--- src/rtl/seven_seg_reader.sv ---
// rtl/seven_seg_reader.sv - recovers hex nibbles from a multiplexed 7-segment display bus
// Debounces each {an,seg} sample, decodes captured digits and publishes complete frames.

module seven_seg_reader #(
    parameter int NUM_DIGITS    = 4,
    parameter int STABLE_CYCLES = 4
) (
    input  logic                    clk,
    input  logic                    rst,
    input  logic [NUM_DIGITS-1:0]   an,
    input  logic [6:0]              seg,
    output logic                    cap_strobe,
    output logic [2:0]              cap_index,
    output logic [4*NUM_DIGITS-1:0] live_digits,
    output logic [NUM_DIGITS-1:0]   live_err,
    output logic                    frame_valid,
    output logic [4*NUM_DIGITS-1:0] frame_digits,
    output logic                    frame_err
);

    localparam int              SW     = NUM_DIGITS + 7;
    localparam logic [7:0]      STABLE = 8'(STABLE_CYCLES);

    typedef enum logic {SETTLING, HELD} state_t;

    state_t                  state_q, state_d;
    logic [SW-1:0]           sample_q, sample_d;
    logic [7:0]              count_q, count_d;
    logic [NUM_DIGITS-1:0]   seen_q, seen_d;
    logic                    cap_strobe_q, cap_strobe_d;
    logic [2:0]              cap_index_q, cap_index_d;
    logic [4*NUM_DIGITS-1:0] live_digits_q, live_digits_d;
    logic [NUM_DIGITS-1:0]   live_err_q, live_err_d;
    logic                    frame_valid_q, frame_valid_d;
    logic [4*NUM_DIGITS-1:0] frame_digits_q, frame_digits_d;
    logic                    frame_err_q, frame_err_d;

    logic [NUM_DIGITS-1:0]   s_an;
    logic [6:0]              s_seg;
    logic [4:0]              dec;
    logic [2:0]              idx;
    logic                    capture;

    // Returns {illegal, nibble}; unknown patterns decode to nibble 0.
    function automatic logic [4:0] decode(input logic [6:0] s);
        case (s)
            7'h3F: decode = 5'h00;
            7'h06: decode = 5'h01;
            7'h5B: decode = 5'h02;
            7'h4F: decode = 5'h03;
            7'h66: decode = 5'h04;
            7'h6D: decode = 5'h05;
            7'h7D: decode = 5'h06;
            7'h07: decode = 5'h07;
            7'h7F: decode = 5'h08;
            7'h6F: decode = 5'h09;
            7'h77: decode = 5'h0A;
            7'h7C: decode = 5'h0B;
            7'h39: decode = 5'h0C;
            7'h5E: decode = 5'h0D;
            7'h79: decode = 5'h0E;
            7'h71: decode = 5'h0F;
            default: decode = 5'h10;
        endcase
    endfunction

    always_comb begin
        sample_d       = {an, seg};
        count_d        = count_q;
        seen_d         = seen_q;
        cap_strobe_d   = 1'b0;
        cap_index_d    = cap_index_q;
        live_digits_d  = live_digits_q;
        live_err_d     = live_err_q;
        frame_valid_d  = 1'b0;
        frame_digits_d = frame_digits_q;
        frame_err_d    = frame_err_q;
        idx            = 3'd0;

        if (sample_d != sample_q) begin
            count_d = 8'd1;
        end else if (count_q < STABLE) begin
            count_d = count_q + 8'd1;
        end

        state_d = (count_d == STABLE) ? HELD : SETTLING;

        s_an  = sample_d[SW-1:7];
        s_seg = sample_d[6:0];
        dec   = decode(s_seg);
        for (int i = 0; i < NUM_DIGITS; i++) begin
            if (s_an[i]) begin
                idx = 3'(i);
            end
        end

        // Only the settle-to-held transition captures, so a steady sample is taken once.
        capture = (state_q == SETTLING) && (state_d == HELD) && $onehot(s_an);

        if (capture) begin
            cap_strobe_d = 1'b1;
            cap_index_d  = idx;
            for (int i = 0; i < NUM_DIGITS; i++) begin
                if (s_an[i]) begin
                    live_digits_d[4*i +: 4] = dec[3:0];
                    live_err_d[i]           = dec[4];
                    seen_d[i]               = 1'b1;
                end
            end
            if (&seen_d) begin
                frame_valid_d  = 1'b1;
                frame_digits_d = live_digits_d;
                frame_err_d    = |live_err_d;
                seen_d         = '0;
            end
        end
    end

    always_ff @(posedge clk or posedge rst) begin
        if (rst) begin
            state_q        <= SETTLING;
            sample_q       <= '0;
            count_q        <= '0;
            seen_q         <= '0;
            cap_strobe_q   <= 1'b0;
            cap_index_q    <= '0;
            live_digits_q  <= '0;
            live_err_q     <= '0;
            frame_valid_q  <= 1'b0;
            frame_digits_q <= '0;
            frame_err_q    <= 1'b0;
        end else begin
            state_q        <= state_d;
            sample_q       <= sample_d;
            count_q        <= count_d;
            seen_q         <= seen_d;
            cap_strobe_q   <= cap_strobe_d;
            cap_index_q    <= cap_index_d;
            live_digits_q  <= live_digits_d;
            live_err_q     <= live_err_d;
            frame_valid_q  <= frame_valid_d;
            frame_digits_q <= frame_digits_d;
            frame_err_q    <= frame_err_d;
        end
    end

    assign cap_strobe   = cap_strobe_q;
    assign cap_index    = cap_index_q;
    assign live_digits  = live_digits_q;
    assign live_err     = live_err_q;
    assign frame_valid  = frame_valid_q;
    assign frame_digits = frame_digits_q;
    assign frame_err    = frame_err_q;

endmodule

--- config.mk ---
export PLATFORM = sky130hd
export DESIGN_NAME = seven_seg_reader
export DESIGN_NICKNAME = d
export VERILOG_FILES = /design/src/rtl/seven_seg_reader.sv
export SDC_FILE = /design/constraint.sdc
export NUM_CORES = 1
export LEC_CHECK = 0
export ABC_AREA = 1
export BUFFER_PORTS_ARGS = -buffer_cell sky130_fd_sc_hd__buf_2
export CORE_MARGIN = 4
export CORE_UTILIZATION = 45
export DETAILED_ROUTE_END_ITERATION = 16
export PLACE_DENSITY = 0.69
export SYNTH_ARGS = -nofsm -noshare
export SYNTH_HDL_FRONTEND = slang
export SYNTH_SLANG_ARGS = --single-unit
export TNS_END_PERCENT = 100
--- constraint.sdc ---
create_clock -name clk -period 2.2 [get_ports clk]
set_clock_uncertainty 0.2 [all_clocks]
set_input_delay 0.33 -clock clk [delete_from_list [all_inputs] [get_ports clk]]
set_output_delay 0.33 -clock clk [all_outputs]
set_load 0.03 [all_outputs]
Word level (Yosys, flattened, before mapping)
Index checks and enable logic that the tools add are counted.
Storage, ports and cells
  input bits: 13
  logic and storage cells: 72
  bits in registers: 66
  output and inout port bits: 42
Operators by class
  $lt $le $gt $ge: 1
  reductions and logical operators: 5
  bitwise gates (word level): 1
  muxes and demuxes: 31
  $add $sub $neg: 4
  equal/unequal tests: 19
Operator list (number)
  $eq A7 B7 Y1 const B: 12
  $pmux W5 S16: 1
  $mux W1: 21
  $mux W4: 5
  $mux W8: 2
  $eq A7 B3 Y1 const B: 2
  $eq A7 B6 Y1 const B: 2
  $ne A11 B11 Y1: 1
  $add A8 B1 Y8 const B: 1
  $eq A8 B3 Y1 const B: 1
  $lt A8 B3 Y1 const B: 1
  $mux W3: 2
  $reduce_and A5 Y1: 1
  $add A1 B1 Y2: 2
  $reduce_and A4 Y1: 1
  $reduce_or A4 Y1: 1
  $add A2 B2 Y3: 1
  $eq A3 B1 Y1 const B: 1
  $logic_and A1 B1 Y1: 2
  $not A1 Y1: 1

Longest topological paths before layout
Gate-level depths: netlist of the first run.
  depth in word-level cells: 11
  depth in mapped cells: 14
  gate-level depth less buffers: 13

Worst setup path before layout of the first run
No wires, ideal clock.
  path kind: input to register
  from: in an[3]
  to: reg frame_digits_q[14] (netlist: frame_digits[14])
  setup slack: -913 ps
  data required time: 1869 ps
  stages: 11
  path buffers: 2
  library setup time: 131 ps
  arrival time: 2782 ps
  path through: clkbuf_1 inv_1 fa_1 inv_1 ha_1 ha_1 nor4b_2 nand4_1 buf_2 nand2_1 o21ai_0
Between the ends
  word-level cells in the longest chain between the ends: 7
  elaborated cells on any way between the ends: 13
  classes of those cells: add/sub: 2; eq/ne: 3; mux: 5; reduce/logical: 3
Ends and longest elaborated chain
  from (decl): line 10  | input logic [NUM_DIGITS-1:0] an,
  $ne A11 B11 Y1: line 80  | if (sample_d != sample_q) begin
  $mux W8: line 80
  $eq A8 B3 Y1: line 86  | state_d = (count_d == STABLE) ? HELD : SETTLING;
  $mux W1: line 86
  $logic_and A1 B1 Y1 (2 in series): line 98  | capture = (state_q == SETTLING) && (state_d == HELD) && $onehot(s_an);
  $reduce_and A5 Y1 (no source line)
  to (signal assigned): line 142  | frame_digits_q <= frame_digits_d;
  to (decl): line 35  | logic [4*NUM_DIGITS-1:0] frame_digits_q, frame_digits_d;
Parallel ways exist; a longest one is shown, timed or not. The select of a mux whose other input is x is not followed.
A chain may end at the register's enable or synchronous reset.

Worst setup path in the final report of the first run
  from: in an[0]
  to: reg frame_digits_q[10] (netlist: frame_digits[10])
Between the ends
  word-level cells in the longest chain between the ends: 7
  elaborated cells on any way between the ends: 12
  classes of those cells: add/sub: 2; eq/ne: 3; mux: 4; reduce/logical: 3
Ends and longest elaborated chain (line)
  $ne A11 B11 Y1: 80
  $mux W8: 80
  $eq A8 B3 Y1: 86
  $mux W1: 86
  $logic_and A1 B1 Y1 (2 in series): 98
  $reduce_and A5 Y1 (no source line) *
Mark *: on every way between the ends. The rest lies on a longest branch, timed or not. The select of a mux whose other input is x is not followed.

==> flow_metrics.tcl, run 1 <==
set metrics [dict create \
    grt_antenna_before_repair 0 \
    synthesis.nets 438 \
    rows 31 \
    ys_ff_latch 65 \
    io_pins 55 \
    cts-root-buf "clkbuf_8" \
    die_y_microns 93.9 \
    reg2regPathDepth 10 \
    worstSetupPathType "input pin to flip-flop" \
    fin_nets 534 \
    setup_slack_ns -0.00932 \
    synthCells 421 \
    hold_path_class "input pin to flip-flop" \
    slew_headroom 0.641 \
    cts_tree "built" \
    syn_area_per_cell_sq_um 7.88 \
    htreeDepth 3 \
    fin_area_sq_um 4590 \
    place_congestion 0.916 \
    first_global_vias 2969 \
    yosysSeqAreaShare 0.490 \
    cts_sinks 65 \
    r2r-start "count_q[6]$_DFF_PP0_" \
    fin_hold_ws_ns 0.0406 \
    hpwl_microns 5750 \
    clock_latency_ns 0.35 \
    min_period_ns 2.21 \
    drcViolationCount 0 \
    die_w_microns 93.9 \
    grt_pass1_wl_microns 13700 \
    hold_end "sample_q[0]$_DFF_PP0_" \
    cp-end-kind "flip-flop" \
    ys_types 33 \
    top_usage_layer "met2" \
    violations "setup timing" \
    cp-start-kind "input pin" \
    synth_area_sq_um 3320 \
    min_period_over_period 1.00 \
    r2r-end "frame_digits[10]$_DFFE_PP0P_" \
    switching_share 0.267 \
    status "finished, violations left" \
    grt_use_total 0.201 \
    async_flop_share 1.00 \
    firstDrtPassIters 4 \
    ys.flop_type "dfrtp_1" \
    synth_edf_count 0 \
    grtUsageMet3 0.0473 \
    arrival_ns 2.22 \
    crit_required_ns 2.21 \
    power_frac_seq 0.502 \
    initial_core_util 0.460 \
    grt_max_degree 66 \
    vias 3125 \
    p_per_area_nw_per_um2 525 \
    yosysWarnings 0 \
    clkPwrFrac 0.369 \
    ant_nets 0 \
    cts_made_buffers 9 \
    crit_path_max_fanout 13 \
    clockBufferDepth 2 \
    clk_pin_slew_ns 0.07 \
    vdd_drop_max_v 0.000302 \
    grt_util_met1 0.263 \
    place_area_sq_um 3920 \
    slew_viol_final 0 \
    syn_to_final_growth_pct 38.3 \
    dpl_worst_slack_ns -0.469 \
    holdCritStartpoint "seg[0]" \
    setup_viol 1 \
    diodes 0 \
    rrSetupSlack_ns 0.07 \
    finalWirelength_microns 8720 \
    hold_viol 0 \
    max_freq_mhz 453 \
    setup-tns-final_ns -0.00932 \
    avgRoutedWirePerCell_microns 14.1 \
    coreArea_sq_um 7210 \
    rsz0062_at_grt "true" \
    grtUsageMet2 0.323 \
    p_leak_nw 2.50 \
    drive_gt1_frac 0.322 \
    grt-ovfl-total 0 \
    tightest_slew_ns 0.537 \
    internal_power_mw 1.77 \
    combinationalPowerShare 0.129 \
    avgViaCountPerCell 5.04 \
    drt_iter0_markers 178 \
    whs_path_depth 2 \
    drv_cap 0 \
    switchingPower_mw 0.644 \
    dieArea_sq_um 8810 \
    numPortBuffers 53 \
]
==> flip-flops by register name (all words and copies together), names as in the netlist <==
register,flops
live_err,4
frame_valid,1
seen_q,4
state_q,1
live_digits,16
cap_strobe,1
cap_index,2
frame_err,1
sample_q,11
frame_digits,16
count_q,8
==> per-layer routing <==
metal,wire [microns],share of wire,up-vias
met3,531,0.061,16
li1,-,-,1535
met4,141,0.016,0
met5,0,0,-
met2,4280,0.49,98
met1,3760,0.43,1476
==> worst max path at each step <==
stage | startpoint | endpoint | slack (ns) | cells after the start
CTS | an[1] | frame_digits[8]$_DFFE_PP0P_ | 0.004 | 12
floorplan | an[0] | frame_digits[10]$_DFFE_PP0P_ | -0.54 | 11
detailed placement | an[0] | seen_q[2]$_DFFE_PP0N_ | -0.47 | 11
finish | an[0] | frame_digits[10]$_DFFE_PP0P_ | -0.009 | 11
global route | an[0] | cap_index[0]$_DFFE_PP0N_ | -0.07 | 12
global placement | an[0] | cap_index[0]$_DFFE_PP0N_ | -0.43 | 12
==> logic make-up (layout without fill, tap and decap cells) <==
group / count (synthesis) / in the layout / synth area share
compound gates: 40 / 40 / 0.0622
xor+xnor: 5 / 5 / 0.0132
fa+ha+maj: 4 / 4 / 0.0173
buf+inv: 77 / 177 / 0.0950
flops: 65 / 65 / 0.490
mux: 6 / 6 / 0.0181
other cells: 1 / 1 / 0.00113
simple gates: 223 / 223 / 0.303
==> worst max-delay path, cell delays in order <==
cell	delay, ns
buf_8	0.08
inv_6	0.03
fa_1	0.52
inv_1	0.04
ha_2	0.17
ha_4	0.22
nor4b_4	0.25
nand4_1	0.20
buf_4	0.23
nand2_1	0.06
o21ai_0	0.08
==> final cells by class <==
type                            instances  area (sq um)
Clock buffer                           12           145
Multi-Input combinational cell        279          1630
Inverter                               63           256
Timing Repair Buffer                   99           793
Clock inverter                          3          17.5
Sequential cell                        65          1630
Fill cell                             629          2630
Tap cell                               99           124
==> metrics by stage <==
stage               power (mW)  cells   util
detailed placement        1.50    587  0.543
global route              2.52    620  0.636
floorplan                 1.40    421      -
CTS                       2.39    613  0.592
finish                    2.41    620  0.636
global placement          1.49    587  0.543
==> repair_timing <==
item,4_1_cts,5_1_grt
pin swaps,4,11
hold buffers,5,0
gates cloned,3,3
resized for setup,15,60
buffers inserted,3,4
endpoints found under the hold margin,69,0
setup endpoints to repair,44,44
==> cell usage after synthesis (all sizes together), types with 2 or more instances <==
cell type / count / share of area
clkbuf: 4 / 0.0045
ha: 3 / 0.011
mux2i: 6 / 0.018
nor2: 40 / 0.053
nor3: 2 / 0.0064
o21ai: 36 / 0.055
inv: 63 / 0.072
nand3: 25 / 0.041
xnor2: 5 / 0.013
a21oi: 3 / 0.0045
buf: 10 / 0.018
nand2: 131 / 0.15
nand4: 22 / 0.043
dfrtp: 65 / 0.49
==> cells in the final DEF (no fill, tap or decap), types with 3 or more instances in the layout <==
| master | synthesis | routed |
|---|---|---|
| nand2_1 | 129 | 107 |
| dfrtp_1 | 65 | 65 |
| inv_1 | 60 | 55 |
| buf_2 | 7 | 51 |
| nor2_1 | 37 | 34 |
| buf_4 | 2 | 28 |
| nand3_1 | 24 | 21 |
| nand4_1 | 21 | 21 |
| o21ai_0 | 19 | 16 |
| nand2_4 | 0 | 14 |
| o21ai_2 | 1 | 12 |
| clkbuf_8 | 0 | 10 |
| nand2_2 | 2 | 9 |
| o21ai_1 | 16 | 8 |
| mux2i_1 | 6 | 6 |
| inv_2 | 2 | 5 |
| xnor2_1 | 5 | 5 |
| dlygate4sd3_1 | 0 | 5 |
| buf_6 | 1 | 4 |
| buf_12 | 0 | 4 |
| nor2_2 | 1 | 3 |
| a21oi_1 | 3 | 3 |
| clkbuf_16 | 0 | 3 |
==> power groups by stage <==
| stage | sequential [mW] | combinational, mW | clock [mW] |
|---|---|---|---|
| after floorplan | 1.23 | 0.164 | 0 |
| after global placement | 1.23 | 0.262 | 0 |
| final | 1.21 | 0.311 | 0.890 |
| after global routing | 1.21 | 0.340 | 0.967 |
| after CTS | 1.21 | 0.279 | 0.899 |
| after detailed placement | 1.23 | 0.265 | 0 |
Note: power is estimated with default switching activity, not from simulation.
==> run 2, diff against run 1 <==
--- a/config.mk
+++ b/config.mk
@@ -6,7 +6,7 @@
 export NUM_CORES = 1
 export LEC_CHECK = 0
 export ABC_AREA = 1
-export BUFFER_PORTS_ARGS = -buffer_cell sky130_fd_sc_hd__buf_2
+export BUFFER_PORTS_ARGS = -buffer_cell sky130_fd_sc_hd__buf_4
 export CORE_MARGIN = 4
 export CORE_UTILIZATION = 45
 export DETAILED_ROUTE_END_ITERATION = 16
==> run 2 against run 1 <==
Net effect:
- via count up 1.9%
- critical path type unchanged
- maximum frequency is 0.41% lower
- hold slack improved by 0.054 ns
- final cell count decreased by 0.16%
- the run still ends with setup timing left
- sequential power about the same
- clock-buffer cell count stayed put
==> flow_metrics.tcl, run 2 (synthesized netlist as in run 1, its figures left out) <==
set metrics [dict create \
    fin_nets 532 \
    grt_pass1_wl_microns 14000 \
    dieArea_sq_um 8810 \
    fin_util 0.660 \
    cts_tree "built" \
    tightest_slew_ns 0.705 \
    grt_max_degree 23 \
    grt_antenna_before_repair 0 \
    clock_latency_ns 0.34 \
    hpwl_microns 5980 \
    slew_headroom 0.528 \
    fin_hold_ws_ns 0.0950 \
    rows 31 \
    rsz0062_at_grt "true" \
    grt_use_total 0.202 \
    power_mw 2.71 \
    avgRoutedWirePerCell_microns 15.0 \
    die_y_microns 93.9 \
    vdd_drop_max_v 0.000393 \
    n_fill_cell 606 \
    ant_nets 0 \
    cts_sinks 65 \
    cp-start-kind "input pin" \
    multi_input_area_sq_um 1630 \
    io_pins 55 \
    most-common-layout-cells "nand2_1, buf_4, dfrtp_1" \
    coreArea_sq_um 7210 \
    drive_gt1_frac 0.335 \
    dpl_worst_slack_ns -0.461 \
    final_common_cell "nand2_1" \
    numPortBuffers 53 \
    slowest_stage "fa_1" \
    first_global_vias 2995 \
    min_period_over_period 1.01 \
    cpPeakStageDelay_ns 0.52 \
    cts-root-buf "clkbuf_8" \
    p_leak_nw 2.57 \
    violations "setup timing" \
    firstDrtPassIters 5 \
    p_per_area_nw_per_um2 569 \
    drt_iter0_markers 219 \
    diodes 0 \
    die_w_microns 93.9 \
    min_period_ns 2.22 \
    clk_pin_slew_ns 0.07 \
    grt-ovfl-total 0 \
    setup_slack_ns -0.0184 \
    htreeDepth 3 \
    avgViaCountPerCell 5.14 \
    place_congestion 0.902 \
    clockBufferDepth 2 \
    setup-tns-final_ns -0.113 \
    arrival_ns 2.29 \
    cpMostUsedCell "nand2_2" \
    crit_required_ns 2.28 \
    hold_path_class "input pin to flip-flop" \
    crit_path_max_fanout 8 \
    drcViolationCount 0 \
    drv_cap 0 \
    seqCellArea_sq_um 1630 \
    max_freq_mhz 451 \
    setup_viol 12 \
    hold_viol 0 \
    cts_made_buffers 9 \
    syn_to_final_growth_pct 43.5 \
    status "finished, violations left" \
    finalWirelength_microns 9280 \
    worstSetupPathType "input pin to flip-flop" \
    cp-end-kind "flip-flop" \
    slew_viol_final 0 \
    path_cells "buf_8 -> inv_6 -> fa_1 -> inv_1 -> ha_2 -> ha_4 -> nor4b_4 -> buf_4 -> nand2_8 -> buf_12 -> nand2_2 -> nand2_2 -> nor2_2" \
    vias 3183 \
    initial_core_util 0.460 \
]
==> run 2: cell types whose count changed in the layout (fill, tap and decap cells not counted), moves of 3 or more <==
cell	delta
buf_2	-51
buf_4	+49
nand2_1	-10
o21ai_1	+4
dlygate4sd3_1	+3
nand2_2	+10
==> run 2: area by class of cell <==
cell class | instances | area share
inverters | 63 | 0.0539
multi-input cells | 279 | 0.341
clock buffers | 12 | 0.0347
clock inverters | 4 | 0.0155
well taps | 99 | 0.0260
flip-flops and latches | 65 | 0.342
repair buffers | 97 | 0.187
==> run 2: worst max-delay path: cells and delay by family <==
kind / cells / cell delay [ns]
and+or+nand+nor: 5 / 0.57
adders and majority gates: 3 / 0.85
buffers and inverters: 5 / 0.51
==> run 2: report_power, final <==
group	leakage, nW	total, mW	switching [mW]	internal, mW
clock network	0.123	1.21	0.477	0.732
registers	0.805	1.21	0.00474	1.20
logic	1.64	0.290	0.177	0.113
total	2.57	2.71	0.658	2.05
==> run 2: path summary, 6_finish.rpt <==
check	cells past startpoint	end	startpoint	slack, ns
setup / recovery	13	seen_q[0]$_DFFE_PP0N_	an[0]	-0.02
hold / removal	2	sample_q[7]$_DFF_PP0_	an[0]	0.09
setup reg to reg	10	seen_q[0]$_DFFE_PP0N_	count_q[0]$_DFF_PP0_	0.03
hold reg to reg	2	frame_err$_DFFE_PP0P_	frame_err$_DFFE_PP0P_	0.28
max in group asynchronous	4	count_q[0]$_DFF_PP0_	rst	0.77
min in group asynchronous	3	live_err[1]$_DFFE_PP0N_	rst	0.36
==> run 2: repair_timing <==
action | in CTS | in global routing
pin swaps | 3 | 5
hold buffers | 8 | 0
cloned | 1 | 4
resized for setup | 8 | 72
setup buffers | 2 | 5
hold endpoints to repair | 24 | 0
setup endpoints to repair | 43 | 45
==> run 2: metal layers <==
layer / track usage / wire, microns
met1: 0.265 / 3970
met2: 0.340 / 4600
met3: 0.0361 / 529
met4: 0.0602 / 171
met5: 0 / 0
==> run 2: per-stage QoR <==
step                instance area, sq um  std cells
global placement                    4030        584
CTS                                 4390        610
floorplan                           3400        421
finish                              4760        619
detailed placement                  4030        584
global route                        4760        619
==> run 3, diff against run 2 <==
--- a/config.mk
+++ b/config.mk
@@ -7,7 +7,6 @@
 export LEC_CHECK = 0
 export ABC_AREA = 1
 export BUFFER_PORTS_ARGS = -buffer_cell sky130_fd_sc_hd__buf_4
-export CORE_MARGIN = 4
 export CORE_UTILIZATION = 45
 export DETAILED_ROUTE_END_ITERATION = 16
 export PLACE_DENSITY = 0.69
==> run 3 against run 2 <==
Net effect:
- the run still ends with setup timing left
- final cell count rose by 0.32%
- flip-flop and latch count did not move
- hold slack got worse by 0.012 ns
- utilization rose by 1.3 points
- critical endpoint unchanged
- global-route usage rose by 4.3 points
==> flow_metrics.tcl, run 3 (synthesized netlist as in run 1, its figures left out) <==
set metrics [dict create \
    holdCritStartpoint "an[1]" \
    die_w_microns 87.9 \
    dieArea_sq_um 7720 \
    clockBufferDepth 2 \
    cts_tree "built" \
    ant_nets 0 \
    hold_end "sample_q[8]$_DFF_PP0_" \
    crit_path_max_fanout 6 \
    slew_viol_final 0 \
    slew_headroom 0.571 \
    most-common-layout-cells "nand2_1, buf_4, dfrtp_1" \
    grt-ovfl-total 0 \
    finalWirelength_microns 8820 \
    cp-end-kind "flip-flop" \
    cpPeakStageDelay_ns 0.53 \
    grt_pass1_wl_microns 14100 \
    clock_latency_ns 0.35 \
    setup-tns-final_ns -0.137 \
    clk_pin_slew_ns 0.08 \
    drive_gt1_frac 0.314 \
    r2r-start "count_q[6]$_DFF_PP0_" \
    grt_antenna_before_repair 0 \
    power_mw 2.57 \
    vdd_drop_max_v 0.000448 \
    die_y_microns 87.9 \
    min_period_ns 2.23 \
    rrSetupSlack_ns 0.02 \
    io_pins 55 \
    grt_max_degree 66 \
    cp-start-kind "input pin" \
    initial_core_util 0.478 \
    syn_to_final_growth_pct 40.9 \
    p_per_area_nw_per_um2 549 \
    hold_viol 0 \
    cpMostUsedCell "nand2_1" \
    p_leak_nw 2.51 \
    vias 3150 \
    place_area_sq_um 4080 \
    max_freq_mhz 448 \
    path_cells "buf_8 -> inv_6 -> fa_1 -> inv_1 -> ha_2 -> ha_4 -> nor4b_4 -> buf_4 -> nand2_8 -> buf_6 -> nand2_1 -> nand2_1 -> nor2_2" \
    drv_cap 0 \
    status "finished, violations left" \
    place_congestion 0.955 \
    firstDrtPassIters 6 \
    tightest_slew_ns 0.641 \
    final_common_cell "nand2_1" \
    r2r-end "seen_q[0]$_DFFE_PP0N_" \
    htreeDepth 3 \
    drcViolationCount 0 \
    avgRoutedWirePerCell_microns 14.2 \
    fin_area_sq_um 4680 \
    fin_nets 537 \
    avgViaCountPerCell 5.07 \
    diodes 0 \
    first_global_vias 2973 \
    slowest_stage "fa_1" \
    whs_path_depth 2 \
    numPortBuffers 53 \
    violations "setup timing" \
    drt_iter0_markers 200 \
    setup_slack_ns -0.0331 \
    hold_path_class "input pin to flip-flop" \
    rsz0062_at_grt "true" \
    rows 30 \
    cts_sinks 65 \
    reg2regPathDepth 11 \
    hpwl_microns 5790 \
    worstSetupPathType "input pin to flip-flop" \
    min_period_over_period 1.02 \
    setup_viol 13 \
    cts_made_buffers 9 \
    grt_use_total 0.245 \
    arrival_ns 2.32 \
    dpl_worst_slack_ns -0.461 \
    crit_required_ns 2.28 \
    cts-root-buf "clkbuf_8" \
    coreArea_sq_um 6940 \
]
-- run 3: changes by cell type in the layout (fill, tap and decap cells not counted), sizes merged --
cell	change
buf	+9
bufinv	-1
clkinv	-1
clkinvlp	+1
inv	+1
clkbuf	-4
-- run 3: power by group --
part / internal, mW / switching, mW
logic: 0.116 / 0.173
registers: 1.20 / 0.00521
clock network: 0.586 / 0.481
total: 1.91 / 0.660
-- run 3: worst max-delay path, delay by kind of cell --
family	cells	cell delay, ns
AND/OR/NAND/NOR	5	0.57
adder cells (fa/ha/maj)	3	0.92
buffers and inverters	5	0.49
-- run 3: worst max path at each step --
stage / start / end / slack [ns]
after floorplan: an[0] / frame_digits[10]$_DFFE_PP0P_ / -0.54
after global placement: an[0] / seen_q[3]$_DFFE_PP0N_ / -0.40
after detailed placement: an[0] / seen_q[3]$_DFFE_PP0N_ / -0.46
after CTS: an[0] / live_err[3]$_DFFE_PP0N_ / 0.00005
after global routing: an[0] / cap_index[0]$_DFFE_PP0N_ / -0.14
final: an[0] / seen_q[0]$_DFFE_PP0N_ / -0.03
-- run 3: per-layer routing --
metal / up-vias / wire length (microns) / track usage / share of wire
met4: 0 / 217 / 0.125 / 0.025
met1: 1503 / 3870 / 0.311 / 0.44
met3: 20 / 368 / 0.0424 / 0.042
met5: - / 0 / 0 / 0
met2: 93 / 4370 / 0.401 / 0.50
li1: 1534 / - / - / -
-- run 3: area by class of cell --
type	instances	area, sq um
sequential	65	1630
fill	565	2270
inverter	63	249
clock inverter	4	51.3
tap	96	120
timing repair buffer	102	906
multi-input combinational	279	1570
clock buffer	12	155
-- run 3: timing repair --
action / in CTS / in global routing
setup buffers: 4 / 1
pin swaps: 4 / 7
cloned: 2 / 0
hold buffers: 8 / 0
setup endpoints to repair: 43 / 43
hold endpoints to repair: 72 / 0
resized for setup: 17 / 51
-- run 3: through the flow --
stage / utilization / instances / hold WS [ns]
final: 0.673 / 621 / 0.0829
after global routing: 0.673 / 621 / 0.0777
after CTS: 0.649 / 620 / 0.0820
after detailed placement: 0.587 / 591 / 0.236
after global placement: 0.587 / 591 / 0.236
after floorplan: - / 421 / 0.161
